--- src/rtl/ctrl_input_mapper.sv ---
// Controller front end: per-bit debounce, active channel selection and
// mapping of button / analog rises to a single held turn request.
// All filtering and mapping advance on tick; outputs are registered.
//
// Handshake: turn_valid/turn_kind form a held request. It stays asserted
// until consume is seen with turn_valid=1. A new request in the same cycle
// as consume wins, so turn_valid stays 1 with the new kind. A change of
// active channel drops the pending request.
module ctrl_input_mapper #(
   parameter int NUM_CTRL   = 2,
   parameter int DEBOUNCE   = 3,
   parameter int MIC_W      = 8,
   parameter int MIC_THRESH = 64,
   localparam int SEL_W     = (NUM_CTRL > 1) ? $clog2(NUM_CTRL) : 1
) (
   input  logic                      clk,
   input  logic                      rst,
   input  logic                      tick,
   input  logic [NUM_CTRL*8-1:0]     ch_btns,
   input  logic [NUM_CTRL*MIC_W-1:0] ch_level,
   input  logic                      auto_sel,
   input  logic [SEL_W-1:0]          man_sel,
   input  logic                      ctrl_mode,
   input  logic [1:0]                pacman_dir,
   input  logic                      consume,
   output logic [SEL_W-1:0]          active_ch,
   output logic                      start_pulse,
   output logic                      turn_valid,
   output logic [1:0]                turn_kind
);

   localparam int NB = NUM_CTRL * 8;
   localparam logic [3:0]       DB_LAST = 4'(DEBOUNCE - 1);
   localparam logic [MIC_W-1:0] THRESH  = MIC_W'(MIC_THRESH);
   localparam logic [SEL_W:0]   NUM_L   = (SEL_W + 1)'(NUM_CTRL);

   // Button bit positions inside one channel byte.
   localparam int B_START = 7;
   localparam int B_UP    = 6;
   localparam int B_DOWN  = 5;
   localparam int B_LEFT  = 4;
   localparam int B_RIGHT = 3;
   localparam int B_LTURN = 2;
   localparam int B_RTURN = 1;
   localparam int B_UBTN  = 0;

   localparam logic [1:0] K_LEFT  = 2'b00;
   localparam logic [1:0] K_RIGHT = 2'b01;
   localparam logic [1:0] K_UTURN = 2'b10;

   logic [NB-1:0]      filt_q, filt_d;
   logic [3:0]         cnt_q [NB];
   logic [3:0]         cnt_d [NB];
   logic [MIC_W-1:0]   lvl_prev_q [NUM_CTRL];
   logic [SEL_W-1:0]   active_q, active_d;
   logic               start_pulse_q, start_pulse_d;
   logic               turn_valid_q, turn_valid_d;
   logic [1:0]         turn_kind_q, turn_kind_d;

   logic [NB-1:0]      rise;
   logic [7:0]         act_rise;
   logic               act_lturn_hi, act_rturn_hi;
   logic [MIC_W-1:0]   act_lvl, act_lvl_prev;
   logic               any_start;
   logic [SEL_W-1:0]   start_sel;
   logic               act_change;
   logic               req_l, req_r, req_u;

   // Per-bit debounce: filtered bit follows raw only after DEBOUNCE
   // consecutive disagreeing ticks; any agreeing tick restarts the count.
   always_comb begin
      filt_d = filt_q;
      for (int b = 0; b < NB; b++) begin
         cnt_d[b] = cnt_q[b];
         if (tick) begin
            if (ch_btns[b] != filt_q[b]) begin
               if (cnt_q[b] == DB_LAST) begin
                  filt_d[b] = ch_btns[b];
                  cnt_d[b]  = 4'd0;
               end else begin
                  cnt_d[b] = cnt_q[b] + 4'd1;
               end
            end else begin
               cnt_d[b] = 4'd0;
            end
         end
      end
   end

   // Rising edges of the filtered bits seen on this tick. filt_q is the
   // value registered at the previous tick, so it serves as the prev copy;
   // using filt_d gives the one-clk latency from the qualifying tick.
   assign rise = tick ? (filt_d & ~filt_q) : '0;

   // Active-channel views and lowest-index start rise.
   always_comb begin
      act_rise     = '0;
      act_lturn_hi = 1'b0;
      act_rturn_hi = 1'b0;
      act_lvl      = '0;
      act_lvl_prev = '0;
      any_start    = 1'b0;
      start_sel    = '0;
      for (int c = 0; c < NUM_CTRL; c++) begin
         if (SEL_W'(c) == active_q) begin
            act_rise     = rise[c*8 +: 8];
            act_lturn_hi = filt_d[c*8 + B_LTURN];
            act_rturn_hi = filt_d[c*8 + B_RTURN];
            act_lvl      = ch_level[c*MIC_W +: MIC_W];
            act_lvl_prev = lvl_prev_q[c];
         end
      end
      for (int c = NUM_CTRL - 1; c >= 0; c--) begin
         if (rise[c*8 + B_START]) begin
            any_start = 1'b1;
            start_sel = SEL_W'(c);
         end
      end
   end

   // Channel selection: manual follows man_sel every clk (out-of-range
   // holds), automatic jumps to the lowest channel with a start rise.
   always_comb begin
      active_d = active_q;
      if (!auto_sel) begin
         if ({1'b0, man_sel} < NUM_L) active_d = man_sel;
      end else if (any_start) begin
         active_d = start_sel;
      end
   end

   assign act_change = (active_d != active_q);

   // Map rises of the active channel to left/right/u-turn candidates.
   always_comb begin
      req_l = 1'b0;
      req_r = 1'b0;
      req_u = 1'b0;
      if (ctrl_mode) begin
         unique case (pacman_dir)
            2'b00: begin
               req_l = act_rise[B_UP];
               req_r = act_rise[B_DOWN];
               req_u = act_rise[B_LEFT];
            end
            2'b01: begin
               req_l = act_rise[B_LEFT];
               req_r = act_rise[B_RIGHT];
               req_u = act_rise[B_DOWN];
            end
            2'b10: begin
               req_l = act_rise[B_RIGHT];
               req_r = act_rise[B_LEFT];
               req_u = act_rise[B_UP];
            end
            default: begin
               req_l = act_rise[B_DOWN];
               req_r = act_rise[B_UP];
               req_u = act_rise[B_RIGHT];
            end
         endcase
      end else begin
         req_l = act_rise[B_LTURN];
         req_r = act_rise[B_RTURN];
         req_u = act_rise[B_UBTN] |
                 (tick && (act_lvl > THRESH) && (act_lvl_prev <= THRESH) &&
                  !act_lturn_hi && !act_rturn_hi);
      end
   end

   // Request register and start pulse: channel change dominates, then a
   // new request (left > right > u-turn), then consume.
   always_comb begin
      turn_valid_d  = turn_valid_q;
      turn_kind_d   = turn_kind_q;
      start_pulse_d = act_rise[B_START] & ~act_change;
      if (act_change) begin
         turn_valid_d = 1'b0;
      end else if (req_l) begin
         turn_valid_d = 1'b1;
         turn_kind_d  = K_LEFT;
      end else if (req_r) begin
         turn_valid_d = 1'b1;
         turn_kind_d  = K_RIGHT;
      end else if (req_u) begin
         turn_valid_d = 1'b1;
         turn_kind_d  = K_UTURN;
      end else if (consume) begin
         turn_valid_d = 1'b0;
      end
   end

   // State registers.
   always_ff @(posedge clk or posedge rst) begin
      if (rst) begin
         filt_q        <= '0;
         for (int b = 0; b < NB; b++) cnt_q[b] <= '0;
         for (int c = 0; c < NUM_CTRL; c++) lvl_prev_q[c] <= '0;
         active_q      <= '0;
         start_pulse_q <= 1'b0;
         turn_valid_q  <= 1'b0;
         turn_kind_q   <= 2'b00;
      end else begin
         filt_q        <= filt_d;
         cnt_q         <= cnt_d;
         if (tick) begin
            for (int c = 0; c < NUM_CTRL; c++) lvl_prev_q[c] <= ch_level[c*MIC_W +: MIC_W];
         end
         active_q      <= active_d;
         start_pulse_q <= start_pulse_d;
         turn_valid_q  <= turn_valid_d;
         turn_kind_q   <= turn_kind_d;
      end
   end

   assign active_ch   = active_q;
   assign start_pulse = start_pulse_q;
   assign turn_valid  = turn_valid_q;
   assign turn_kind   = turn_kind_q;

endmodule
--- config.mk ---
export PLATFORM = sky130hd
export DESIGN_NAME = ctrl_input_mapper
export DESIGN_NICKNAME = d
export VERILOG_FILES = /design/src/rtl/ctrl_input_mapper.sv
export SDC_FILE = /design/constraint.sdc
export NUM_CORES = 1
export LEC_CHECK = 0
export CORE_ASPECT_RATIO = 1.4
export CORE_UTILIZATION = 50
export DETAILED_ROUTE_END_ITERATION = 10
export GPL_TIMING_DRIVEN = 0
export PLACE_DENSITY = 0.7
export SLEW_MARGIN = 20
export SYNTH_ARGS = -nofsm -noshare
export SYNTH_HDL_FRONTEND = slang
export SYNTH_SLANG_ARGS = --single-unit
--- constraint.sdc ---
create_clock -name clk -period 3.6 [get_ports clk]
set_input_delay 0.72 -clock clk [delete_from_list [all_inputs] [get_ports clk]]
set_output_delay 0.72 -clock clk [all_outputs]
set_load 0.01 [all_outputs]
=== Word level (Yosys, flattened, before mapping) ===
Index checks and enable logic that the tools add are counted.

* Word-level logic and storage cells: 196
* Flip-flop bits (word level): 101
* Output and inout bits: 5
* Input bits: 41

* Order comparisons: 2
* Reduce and logical (&&, ||, !) cells: 10
* $add $sub $neg: 16
* Bitwise logic cells: 5
* Multiplexer cells: 105
* Eq/ne operators: 35

{| class="wikitable"
|+ Operators by type and width
! operator !! count
|-
| $mux 4 || 32
|-
| $add 4x1->4 const B || 16
|-
| $eq 4x2->1 const B || 16
|-
| $mux 1 || 63
|-
| $mux 8 || 3
|-
| $ne 1x1->1 || 17
|-
| $and 16x16->16 || 1
|-
| $mux 16 || 1
|-
| $not 16->16 || 1
|-
| $pmux 1 s3 || 3
|-
| $gt 8x7->1 const B || 1
|-
| $le 8x7->1 const B || 1
|-
| $mux 2 || 3
|-
| $reduce_bool 5->1 || 1
|-
| $logic_and 1x1->1 || 4
|-
| $reduce_bool 3->1 || 1
|-
| $eq 2x1->1 const B || 1
|-
| $eq 2x2->1 const B || 1
|-
| $logic_not 1->1 || 2
|-
| $logic_not 2->1 || 1
|-
| $reduce_and 2->1 || 1
|-
| $and 1x1->1 || 1
|-
| $not 1->1 || 1
|-
| $or 1x1->1 || 1
|}

=== Depth between registers and ports, before layout ===
* Depth in word-level cells: 14
* Depth in mapped cells: 8
* Depth with buffers taken out: 8

=== Worst setup path before layout ===
Ideal clock, no wire load.

* Path kind: input-to-reg
* From: in tick
* To: reg turn_kind_q[0] (netlist: turn_kind[0])
* Setup time: 126 ps
* Arrival time: 2051 ps
* Slack: 1423 ps
* Buffers on the path: 0
* Required time: 3474 ps
* Stages on the path: 6
* Cells stage by stage: nor4bb_1 > mux2_2 > nor4_1 > o21a_1 > o31ai_2 > a311o_1

* Elaborated cells on any way between the ends: 45
* Those cells by class: eq/ne (1); mux (33); bitwise (3); reduce/logical (8)

{| class="wikitable"
|+ RTL lines
! item !! RTL line !! text
|-
| from (decl) || 18 || <nowiki>input logic tick,</nowiki>
|-
| $mux 1 * || 75 || <nowiki>if (tick) begin</nowiki>
|-
| net filt_d[2] || 51 || <nowiki>logic [NB-1:0] filt_q, filt_d;</nowiki>
|-
| $mux 1 || 105 || <nowiki>if (SEL_W'(c) == active_q) begin</nowiki>
|-
| $logic_not 1->1 || 167 || <nowiki>!act_lturn_hi && !act_rturn_hi);</nowiki>
|-
| $logic_and 1x1->1 || 166 || <nowiki>(tick && (act_lvl > THRESH) && (act_lvl_prev <= THRESH) &&</nowiki>
|-
| $logic_and 1x1->1 || 167 ||
|-
| $or 1x1->1 || 165 || <nowiki>req_u = act_rise[B_UBTN] |</nowiki>
|-
| $mux 1 || 139 || <nowiki>if (ctrl_mode) begin</nowiki>
|-
| $reduce_bool 3->1 (no source line) || n/a ||
|-
| $reduce_and 2->1 (no source line) || n/a ||
|-
| to (signal assigned) || 212 || <nowiki>turn_kind_q <= turn_kind_d;</nowiki>
|-
| to (decl) || 58 || <nowiki>logic [1:0] turn_kind_q, turn_kind_d;</nowiki>
|}

The timed path passes the listed nets; every way through them passes the cells marked *.
A chain may end at the register's enable or synchronous reset.

==> impl_metrics.ini <==
[status]
run_status = complete, no violations

[critical_path]
path_cells = clkdlybuf4s50_1 -> buf_6 -> buf_6 -> clkbuf_1 -> buf_1 -> o21ai_0 -> a32o_1
setup.worst_path.class = input pin to flip-flop
required_ns = 3.83
crit_top_cell = buf_6
slowest_delay_ns = 0.58
critPathArrivalTime_ns = 3.14
cp-end-kind = flip-flop
critPathMaxFanout = 10
slowest_stage = clkdlybuf4s50_1
cp-start-kind = input pin

[pwr]
powerDensity_nw_per_um2 = 605
p_leak_uw = 0.00288
vdd.ir_drop.worst_mv = 0.282

[logic_synthesis]
syn_nets = 628
seq_area_frac_synth_pct = 44.4
syn_avg_cell_area_um2 = 10.2
ys_seq_elements = 101
syn-instance-count = 557
synthFlopType = dfrtp_1
synth-edff-count = 0
synth_top_area_share_pct = 44.4
synth_cell_types = 61
netlist_area_um2 = 5690
yosys_warnings = 0
async_reset_ff_share_pct = 100
synth_area_leaders = dfrtp_1 (44%), ha_1 (6.6%), mux2_2 (5.9%)
synth_area_leader_cell = dfrtp_1

[global_route]
overflow = 0
grt_pass1_vias = 4745
grt_max_degree = 74
grt_pass1_wl_um = 23500
antenna_found_initial = 0
global_route.usage.total_pct = 26.0

[clock_network]
post_cts_resized = 0
cts_tree = done
cts_made_buffers = 9
path_clk_slew_ns = 0.07
clock_tree.buffer_depth = 2
root_buffer = clkbuf_16
htreeDepth = 3
clock_latency_ns = 0.35
post-cts-setup-buffers = 0
hold_buffers = 0
cts_sinks = 101

[route]
post_drt_wl_per_cell_um = 18.8
drtIter0Drc = 228
avgViaCountPerCell = 6.03
drt_wl_total_um = 14300
dr.pass1.iters = 5
ant_nets = 0
route.detailed.drc = 0
vias = 4583

[die]
row_count = 45
start_util_pct = 51.8
die_h_um = 128
io-pin-count = 46
dieArea_um2 = 11800
core_um2 = 11000
die_w_um = 92.2

[finish]
num-fill-cells = 940
num_antenna_cells = 0
layout.cells.non_filler = 760
finalNetCount = 685
syn_to_final_growth_pct = 16.6
drive_gt1_share_pct = 11.0

[placement]
dp.cells = 744
portBuffers = 45
place_hpwl_um = 10100
place.gp.congestion = 0.859

[sta]
hold_slack_ns = 0.495
finalSetupViolations = 0
rsz0062_at_grt = false
tightest_slew_ns = 0.815
final_hold_viol_count = 0
skew_ns = 0.00868
max-slew-margin-rel_pct = 45.6
fmax_mhz = 344
drv_slew = 0
period_needed_ns = 2.91
fin_crit_sh_pct = 80.8

[worst_hold_path]
min_path_type = flip-flop to flip-flop

[run]
cap_violations = 0
-- registers in the layout, summed over array words and instances (netlist names) --
register	count
filt_q	16
turn_kind	2
active_ch	1
turn_valid	1
lvl_prev_q	16
start_pulse	1
cnt_q	64
-- cell families (layout without fill, tap and decap cells) --
group                      after synthesis  after routing  synth area share (%)
AOI/OAI and AO/OA                      129            129                  15.1
adders and majority gates               30             30                  6.59
xor gates and xnor gates                15             15                  2.31
muxes                                   33             33                  6.64
buffers and inverters                   43            105                  3.25
and+or+nand+nor                        206            206                  21.7
DFF                                    101            101                  44.4
-- final timing paths --
| path | from | endpoint | slack (ns) | cells past startpoint |
|---|---|---|---|---|
| setup reg to reg | cnt_q[8] | turn_kind[0] | 1.21 | 8 |
| min in group asynchronous | rst | lvl_prev_q[10] | 0.71 | 2 |
| hold / removal | cnt_q[51] | cnt_q[51] | 0.49 | 1 |
| hold reg to reg | cnt_q[51] | cnt_q[51] | 0.49 | 1 |
| setup / recovery | tick | cnt_q[19] | 0.69 | 7 |
| max in group asynchronous | rst | cnt_q[22] | 2.24 | 3 |
-- power breakdown --
group          switching (µW)  internal [µW]  total (µW)
Sequential                280           1440        1720
Clock                     445            509         954
Combinational             744            597        1340
-- placed cells by master (no fill, tap or decap), types with 6 or more instances in the layout --
cell type / synthesis / final
inv_1: 23 / 22
nor2_1: 6 / 6
xor2_1: 14 / 14
dfrtp_1: 101 / 101
nand2_1: 58 / 58
clkbuf_1: 13 / 13
ha_1: 30 / 30
a21oi_1: 8 / 8
nor4_1: 6 / 6
nand2b_1: 23 / 23
o21ai_0: 61 / 61
o31ai_1: 28 / 28
clkbuf_16: 0 / 9
nand3_1: 20 / 20
mux2_2: 30 / 30
nor3b_1: 13 / 13
or3_1: 6 / 6
nor2b_1: 19 / 19
and3_1: 14 / 14
clkdlybuf4s50_1: 0 / 45
a32o_1: 6 / 6
-- final cells by class --
class / instances / area, µm² / area share (%)
multi-input combinational: 413 / 2980 / 44.9
sequential: 101 / 2530 / 38.1
timing repair buffer: 46 / 478 / 7.20
clock buffer: 11 / 253 / 3.81
tap: 141 / 176 / 2.66
buffer: 20 / 98.8 / 1.49
inverter: 23 / 91.3 / 1.38
clock inverter: 5 / 32.5 / 0.490
-- per-layer routing --
layer	up-vias	GRT usage (%)	routed length (µm)
met3	32	4.33	640
met1	2264	31.5	6020
met5	-	0	0
li1	2147	-	-
met2	140	44.3	7050
met4	0	13.3	542
-- per-stage QoR --
step	TNS, ns	util (%)	setup WS (ns)	area, µm²	power [µW]
floorplan	0	-	0.233	5690	2650
global placement	-130.59	57.5	-1.30	6320	2970
detailed placement	0	57.8	0.416	6350	3070
CTS	0	60.4	0.763	6640	4030
global route	0	60.4	0.636	6640	4280
finish	0	60.4	0.692	6640	4020
-- synthesized netlist by cell type, types with 4 or more instances --
library cell and count:
a21oi_1 8, a32o_1 6, and3_1 14, and4bb_1 5, clkbuf_1 13, dfrtp_1 101, ha_1 30, inv_1 23
mux2_2 30, nand2_1 58, nand2b_1 23, nand3_1 20, nand4_1 4, nand4b_1 4, nor2_1 6, nor2b_1 19
nor3_1 5, nor3b_1 13, nor4_1 6, nor4bb_1 5, o21ai_0 61, o31ai_1 28, or3_1 6, xor2_1 14
-- worst max-delay path, delay by kind of cell --
family / cells / cell delay, ns
buffers and inverters: 5 / 1.91
AOI/OAI and AO/OA: 2 / 0.50
Note: power is estimated with default switching activity, not from simulation.
